--- config.mk ---
export PLATFORM = sky130hd
export DESIGN_NAME = ws2812_frame_ctrl
export DESIGN_NICKNAME = d
export VERILOG_FILES = /design/src/rtl/ws2812_frame_ctrl.sv
export SDC_FILE = /design/constraint.sdc
export NUM_CORES = 1
export LEC_CHECK = 0
export CORE_MARGIN = 8
export CORE_UTILIZATION = 50
export CTS_BUF_LIST = sky130_fd_sc_hd__clkbuf_4 sky130_fd_sc_hd__clkbuf_8
export CTS_CLUSTER_DIAMETER = 60
export CTS_CLUSTER_SIZE = 16
export DETAILED_ROUTE_END_ITERATION = 10
export GPL_TIMING_DRIVEN = 1
export PLACE_DENSITY = 0.69
export SLEW_MARGIN = 5
export SYNTH_ARGS = -nofsm -noshare
export SYNTH_HDL_FRONTEND = slang
export SYNTH_SLANG_ARGS = --single-unit
--- constraint.sdc ---
create_clock -name i_clk -period 3.5 [get_ports i_clk]
set_clock_uncertainty 0.1 [all_clocks]
set_input_delay 0.35 -clock i_clk [delete_from_list [all_inputs] [get_ports i_clk]]
set_output_delay 0.35 -clock i_clk [all_outputs]
set_load 0.005 [all_outputs]
--- src/rtl/ws2812_frame_ctrl.sv ---
// WS2812 frame sequencer: tracks frame gaps, bit/LED counts and truncation after
// MAX_LEDS, and gates the reshaper passthrough; a stuck-high line forces a sticky fault.
module ws2812_frame_ctrl #(
  parameter int unsigned RESET_CYCLES = 3000,
  parameter int unsigned STUCK_CYCLES = 1023,
  parameter int unsigned TAIL_CYCLES  = 16,
  parameter int unsigned BITS_PER_LED = 24,
  parameter int unsigned MAX_LEDS     = 64,
  parameter int unsigned LED_W        = 8
) (
  input  logic             i_clk,
  input  logic             i_reset_n,
  input  logic             i_signal_synced,
  input  logic             i_enable,
  input  logic             i_fault_clr,
  output logic             o_passthru_en,
  output logic             o_frame_start,
  output logic             o_frame_done,
  output logic [LED_W-1:0] o_led_count,
  output logic             o_partial,
  output logic             o_truncated,
  output logic             o_fault
);

  localparam int unsigned LOW_W  = $clog2(RESET_CYCLES + 1);
  localparam int unsigned HIGH_W = $clog2(STUCK_CYCLES + 1);
  localparam int unsigned BIT_W  = $clog2(BITS_PER_LED + 1);

  typedef enum logic [2:0] {
    S_SYNC,
    S_IDLE,
    S_FRAME,
    S_TAIL,
    S_BLOCK,
    S_FAULT
  } state_t;

  state_t             state;
  logic               prev;
  logic               pass_q;
  logic               last;
  logic               trunc;
  logic [LOW_W-1:0]   low_cnt;
  logic [HIGH_W-1:0]  high_cnt;
  logic [BIT_W-1:0]   bit_cnt;
  logic [BIT_W-1:0]   bit_nxt;
  logic [LED_W-1:0]   led_cnt;
  logic [LED_W-1:0]   led_nxt;
  logic               rise;
  logic               gap_done;
  logic               tail_done;
  logic               stuck;

  assign rise      = i_signal_synced & ~prev;
  assign gap_done  = (low_cnt == LOW_W'(RESET_CYCLES));
  assign tail_done = (low_cnt == LOW_W'(TAIL_CYCLES));
  assign stuck     = (high_cnt == HIGH_W'(STUCK_CYCLES));

  always_comb begin
    bit_nxt = bit_cnt + 1'b1;
    led_nxt = led_cnt;
    if (bit_nxt == BIT_W'(BITS_PER_LED)) begin
      bit_nxt = '0;
      if (led_cnt != '1) led_nxt = led_cnt + 1'b1;
    end
  end

  // A new high in S_TAIL is a blocked bit: suppress it before the state register catches up.
  assign o_passthru_en = pass_q & ~((state == S_TAIL) & i_signal_synced);

  always_ff @(posedge i_clk) begin
    if (!i_reset_n) begin
      state         <= S_SYNC;
      prev          <= 1'b1;
      pass_q        <= 1'b0;
      last          <= 1'b0;
      trunc         <= 1'b0;
      low_cnt       <= '0;
      high_cnt      <= '0;
      bit_cnt       <= '0;
      led_cnt       <= '0;
      o_frame_start <= 1'b0;
      o_frame_done  <= 1'b0;
      o_led_count   <= '0;
      o_partial     <= 1'b0;
      o_truncated   <= 1'b0;
      o_fault       <= 1'b0;
    end else begin
      prev          <= i_signal_synced;
      o_frame_start <= 1'b0;
      o_frame_done  <= 1'b0;

      if (i_signal_synced) begin
        low_cnt <= '0;
        if (!stuck) high_cnt <= high_cnt + 1'b1;
      end else begin
        high_cnt <= '0;
        if (!gap_done) low_cnt <= low_cnt + 1'b1;
      end

      if (stuck) begin
        state   <= S_FAULT;
        pass_q  <= 1'b0;
        o_fault <= 1'b1;
      end else if (!i_enable && state != S_FAULT) begin
        // Quiet-line detection restarts from zero once re-enabled.
        state   <= S_SYNC;
        pass_q  <= 1'b0;
        low_cnt <= '0;
        bit_cnt <= '0;
        led_cnt <= '0;
        last    <= 1'b0;
        trunc   <= 1'b0;
      end else begin
        case (state)
          S_SYNC: begin
            if (gap_done) begin
              state  <= S_IDLE;
              pass_q <= 1'b1;
            end
          end
          S_IDLE: begin
            if (rise) begin
              state         <= S_FRAME;
              o_frame_start <= 1'b1;
              bit_cnt       <= BIT_W'(1);
              led_cnt       <= '0;
              last          <= 1'b0;
              trunc         <= 1'b0;
            end
          end
          S_FRAME: begin
            if (last && !i_signal_synced) begin
              state <= S_TAIL;
            end else if (gap_done) begin
              state        <= S_IDLE;
              o_frame_done <= 1'b1;
              o_led_count  <= led_cnt;
              o_partial    <= (bit_cnt != '0);
              o_truncated  <= 1'b0;
            end else if (rise) begin
              bit_cnt <= bit_nxt;
              led_cnt <= led_nxt;
              if (led_nxt == LED_W'(MAX_LEDS)) last <= 1'b1;
            end
          end
          S_TAIL: begin
            if (rise) begin
              state   <= S_BLOCK;
              pass_q  <= 1'b0;
              trunc   <= 1'b1;
              bit_cnt <= bit_nxt;
              led_cnt <= led_nxt;
            end else if (tail_done) begin
              state  <= S_BLOCK;
              pass_q <= 1'b0;
            end
          end
          S_BLOCK: begin
            if (gap_done) begin
              state        <= S_IDLE;
              pass_q       <= 1'b1;
              o_frame_done <= 1'b1;
              o_led_count  <= led_cnt;
              o_partial    <= (bit_cnt != '0);
              o_truncated  <= trunc;
            end else if (rise) begin
              trunc   <= 1'b1;
              bit_cnt <= bit_nxt;
              led_cnt <= led_nxt;
            end
          end
          S_FAULT: begin
            if (i_fault_clr) begin
              state   <= S_SYNC;
              o_fault <= 1'b0;
              low_cnt <= '0;
            end
          end
          default: begin
            state  <= S_SYNC;
            pass_q <= 1'b0;
          end
        endcase
      end
    end
  end

endmodule

==> results by group <==
Status
  – Status: complete, no violations

Detailed routing
  – Post-Route WL: 6.555 mm
  – Number of DRC markers in iteration 0: 177
  – Total number of vias: 2631
  – Antenna Nets Post-Route: 0
  – Vias per inst: 5.860
  – Residual DRC: 0
  – Drt pass-1 iters: 4
  – WL/cell: 14.60 µm

Synthesis
  – Post-synthesis sequential area ratio: 36.05%
  – Async SR Flop Fraction: 0%
  – Syn_area_per_cell: 8.368 µm²
  – Post-synthesis register bit count: 55
  – Distinct cells, synth: 63
  – Post-Syn Nets: 376
  – Largest cells by area after synthesis: dfxtp_1 36%, nor2_1 5.9%, a21oi_1 4.1%
  – Top cell type by total area after synthesis: dfxtp_1
  – Main flop type after synthesis: dfxtp_1
  – EDFF count, synth: 0
  – Count leader, synth: dfxtp_1
  – Synth Cell Area: 0.003054 mm²
  – Syn Inst Count: 365
  – Synth top area share: 36.05%
  – Syn. warnings: 0
  – Top cells by count, synth: 55 x dfxtp_1, 48 x nor2_1, 29 x nand2_1, 25 x a21oi_1, 25 x nand3_1

Finish
  – Share of cells above drive strength 1: 7.487%
  – Fill cells: 537
  – Finished Cell Area: 0.003301 mm²
  – Fin nets: 385
  – Post-route insts no fill: 449
  – Sequential Area: 0.001101 mm²
  – P&R area growth vs syn: 8.071%
  – Multi-input logic area: 0.001759 mm²
  – # diodes: 0

Placed design
  – Dpl hpwl: 4.625 mm
  – PortBufs: 18
  – Final RePlAce weighted congestion: 0.8889
  – Post-DP Area: 0.003194 mm²
  – Placed cells: 442

Critical path
  – CP endpoint kind: flop
  – Crit-path leading delay family: compound AO/OA/AOI/OAI gates
  – Startpoint types: flop
  – Crit path DAT: 2.75 ns
  – CP Buf/Inv Count: 0
  – Max Fanout on Critical Path: 9
  – Max stage delay cell, worst path: or4_4
  – Worst EP required: 3.64 ns
  – CP cell instances: ha_1 > nand2_4 > or4_4 > a211oi_2 > o22ai_1 > o41ai_2 > mux2i_1
  – Crit path kind: flop to flop
  – Worst path max stage delay: 0.50 ns

Clock network
  – Post-CTS Setup Repair Bufs: 0
  – Sink Count: 55
  – Clk Latency, worst-skew pair: 0.31 ns
  – H-tree depth: 2
  – TritonCTS clock tree: built
  – # resized after CTS: 0
  – Hold_buf cts: 0
  – Clk buf depth: 2
  – Reg clk slew, reported paths: 0.10 ns
  – Clock buffer count from CTS: 5
  – CTS root buf: clkbuf_8

STA
  – Crit path time final: 2.616 ns
  – Slew at the pin closest to its max-slew limit: 0.8456 ns
  – Final hold vios: 0
  – Sum of negative setup slack: 0 ns
  – Setup Viol. Count Final: 0
  – Fmax: 0.3823 GHz
  – Rel. slew slack: 43.56%
  – Final slew viol count: 0
  – Crit share post-route: 74.73%
  – Unrepaired setup endpoints after global routing: false

Global route
  – Gr usage total: 15.25%
  – Largest net degree at the start of global routing: 24
  – First-pass GRT wire length: 11.24 mm
  – Vias in the first global route: 2435
  – Grt total ovfl: 0
  – Initial antenna violation count: 0

Power
  – Leakage power figure: 0.001100 µW
  – Maximum vdd ir drop: 253.3 µV
  – Power Dens Cells: 331.2 mW/mm²

Die
  – Core Region: 0.005921 mm²
  – Num rows: 28
  – I/O pin cnt: 19
  – Die height: 94.16 µm
  – Chip width: 94.16 µm
  – Initial Util: 51.58%
  – Die Area: 0.008865 mm²

Worst hold path
  – Hold crit path type: flop to flop

Flow run
  – Total of max-cap violations: 0
-- cell usage in the layout (no fill, tap or decap), types with 3 or more instances in the layout --
cell and instances:
nand3_1 25, dfxtp_1 55, or2_2 3, clkbuf_8 5, a31oi_1 8, nor4_1 3
o21ai_0 18, nand4_1 8, a21oi_1 25, xnor2_1 10, o21a_1 4, o22ai_1 4
o211ai_1 3, mux2i_1 10, nor3b_1 3, and3_1 4, nand2b_1 10, nor3_1 7
xor2_1 7, clkdlybuf4s50_1 18, ha_1 6, inv_1 8, nand2_1 29, a211oi_1 4
nor2_1 48, buf_4 4
-- tightest hold or removal path: cells and delay by family, from the launching register on --
kind | cells | cell delay (ns)
muxes | 1 | 0.05
DFF | 1 | 0.32
and+or+nand+nor | 1 | 0.05
-- stage by stage --
step	power, µW	setup WS (ns)	hold slack, ns	utilization, %
final	1093	0.8843	0.3660	55.75
after global routing	1133	0.7105	0.3748	55.75
after CTS	1105	0.8805	0.3676	55.75
after detailed placement	689.8	0.7612	0.3519	53.95
after global placement	688.6	0.8276	0.3547	53.95
after floorplan	675.9	1.270	0.3352	-
-- sequential cells by signal, summed over array words and instances (netlist names), 3 cells and up --
register,count
state,3
low_cnt,12
led_cnt,8
high_cnt,10
o_led_count,8
bit_cnt,5
-- report_power, final --
part	total, µW	switching [µW]	internal, µW
Combinational	44.0	27.9	16.2
Sequential	632	3.12	628
Clock	417	208	210
-- worst paths after layout --
kind	start	to	slack, ns	depth (start not counted)
max	led_cnt[0]$_SDFFE_PN0P_	last$_SDFFE_PN0P_	0.88	7
min	last$_SDFFE_PN0P_	last$_SDFFE_PN0P_	0.37	2
max reg2reg	led_cnt[0]$_SDFFE_PN0P_	last$_SDFFE_PN0P_	0.88	7
min reg2reg	last$_SDFFE_PN0P_	last$_SDFFE_PN0P_	0.37	2
-- logic make-up (layout without fill, tap and decap cells) --
| family | after synthesis | after routing | share of synthesized area [%] |
|---|---|---|---|
| AOI/OAI and AO/OA | 82 | 82 | 17.29 |
| muxes | 10 | 10 | 3.277 |
| DFF | 55 | 55 | 36.05 |
| buffers and inverters | 28 | 37 | 6.350 |
| xor gates and xnor gates | 17 | 17 | 4.875 |
| adders and majority gates | 6 | 6 | 2.458 |
| and+or+nand+nor | 167 | 167 | 29.70 |
-- metal layers --
| metal | up-vias | track usage [%] | wire length (µm) | part of all wire [%] |
|---|---|---|---|---|
| met5 | - | 0 | 0 | 0 |
| met4 | 0 | 4.624 | 65 | 0.99 |
| met3 | 7 | 3.197 | 347 | 5.3 |
| met2 | 84 | 23.64 | 2912 | 44 |
| met1 | 1210 | 20.52 | 3230 | 49 |
| li1 | 1330 | - | - | - |
-- cell type report --
type	instances	share of cell area (%)
flip-flops and latches	55	33.36
clock inverters	2	1.137
well taps	75	2.843
clock buffers	5	2.085
multi-input cells	282	53.30
repair buffers	22	6.368
inverters	8	0.9098
No activity file was read; power rests on OpenSTA's default activity.
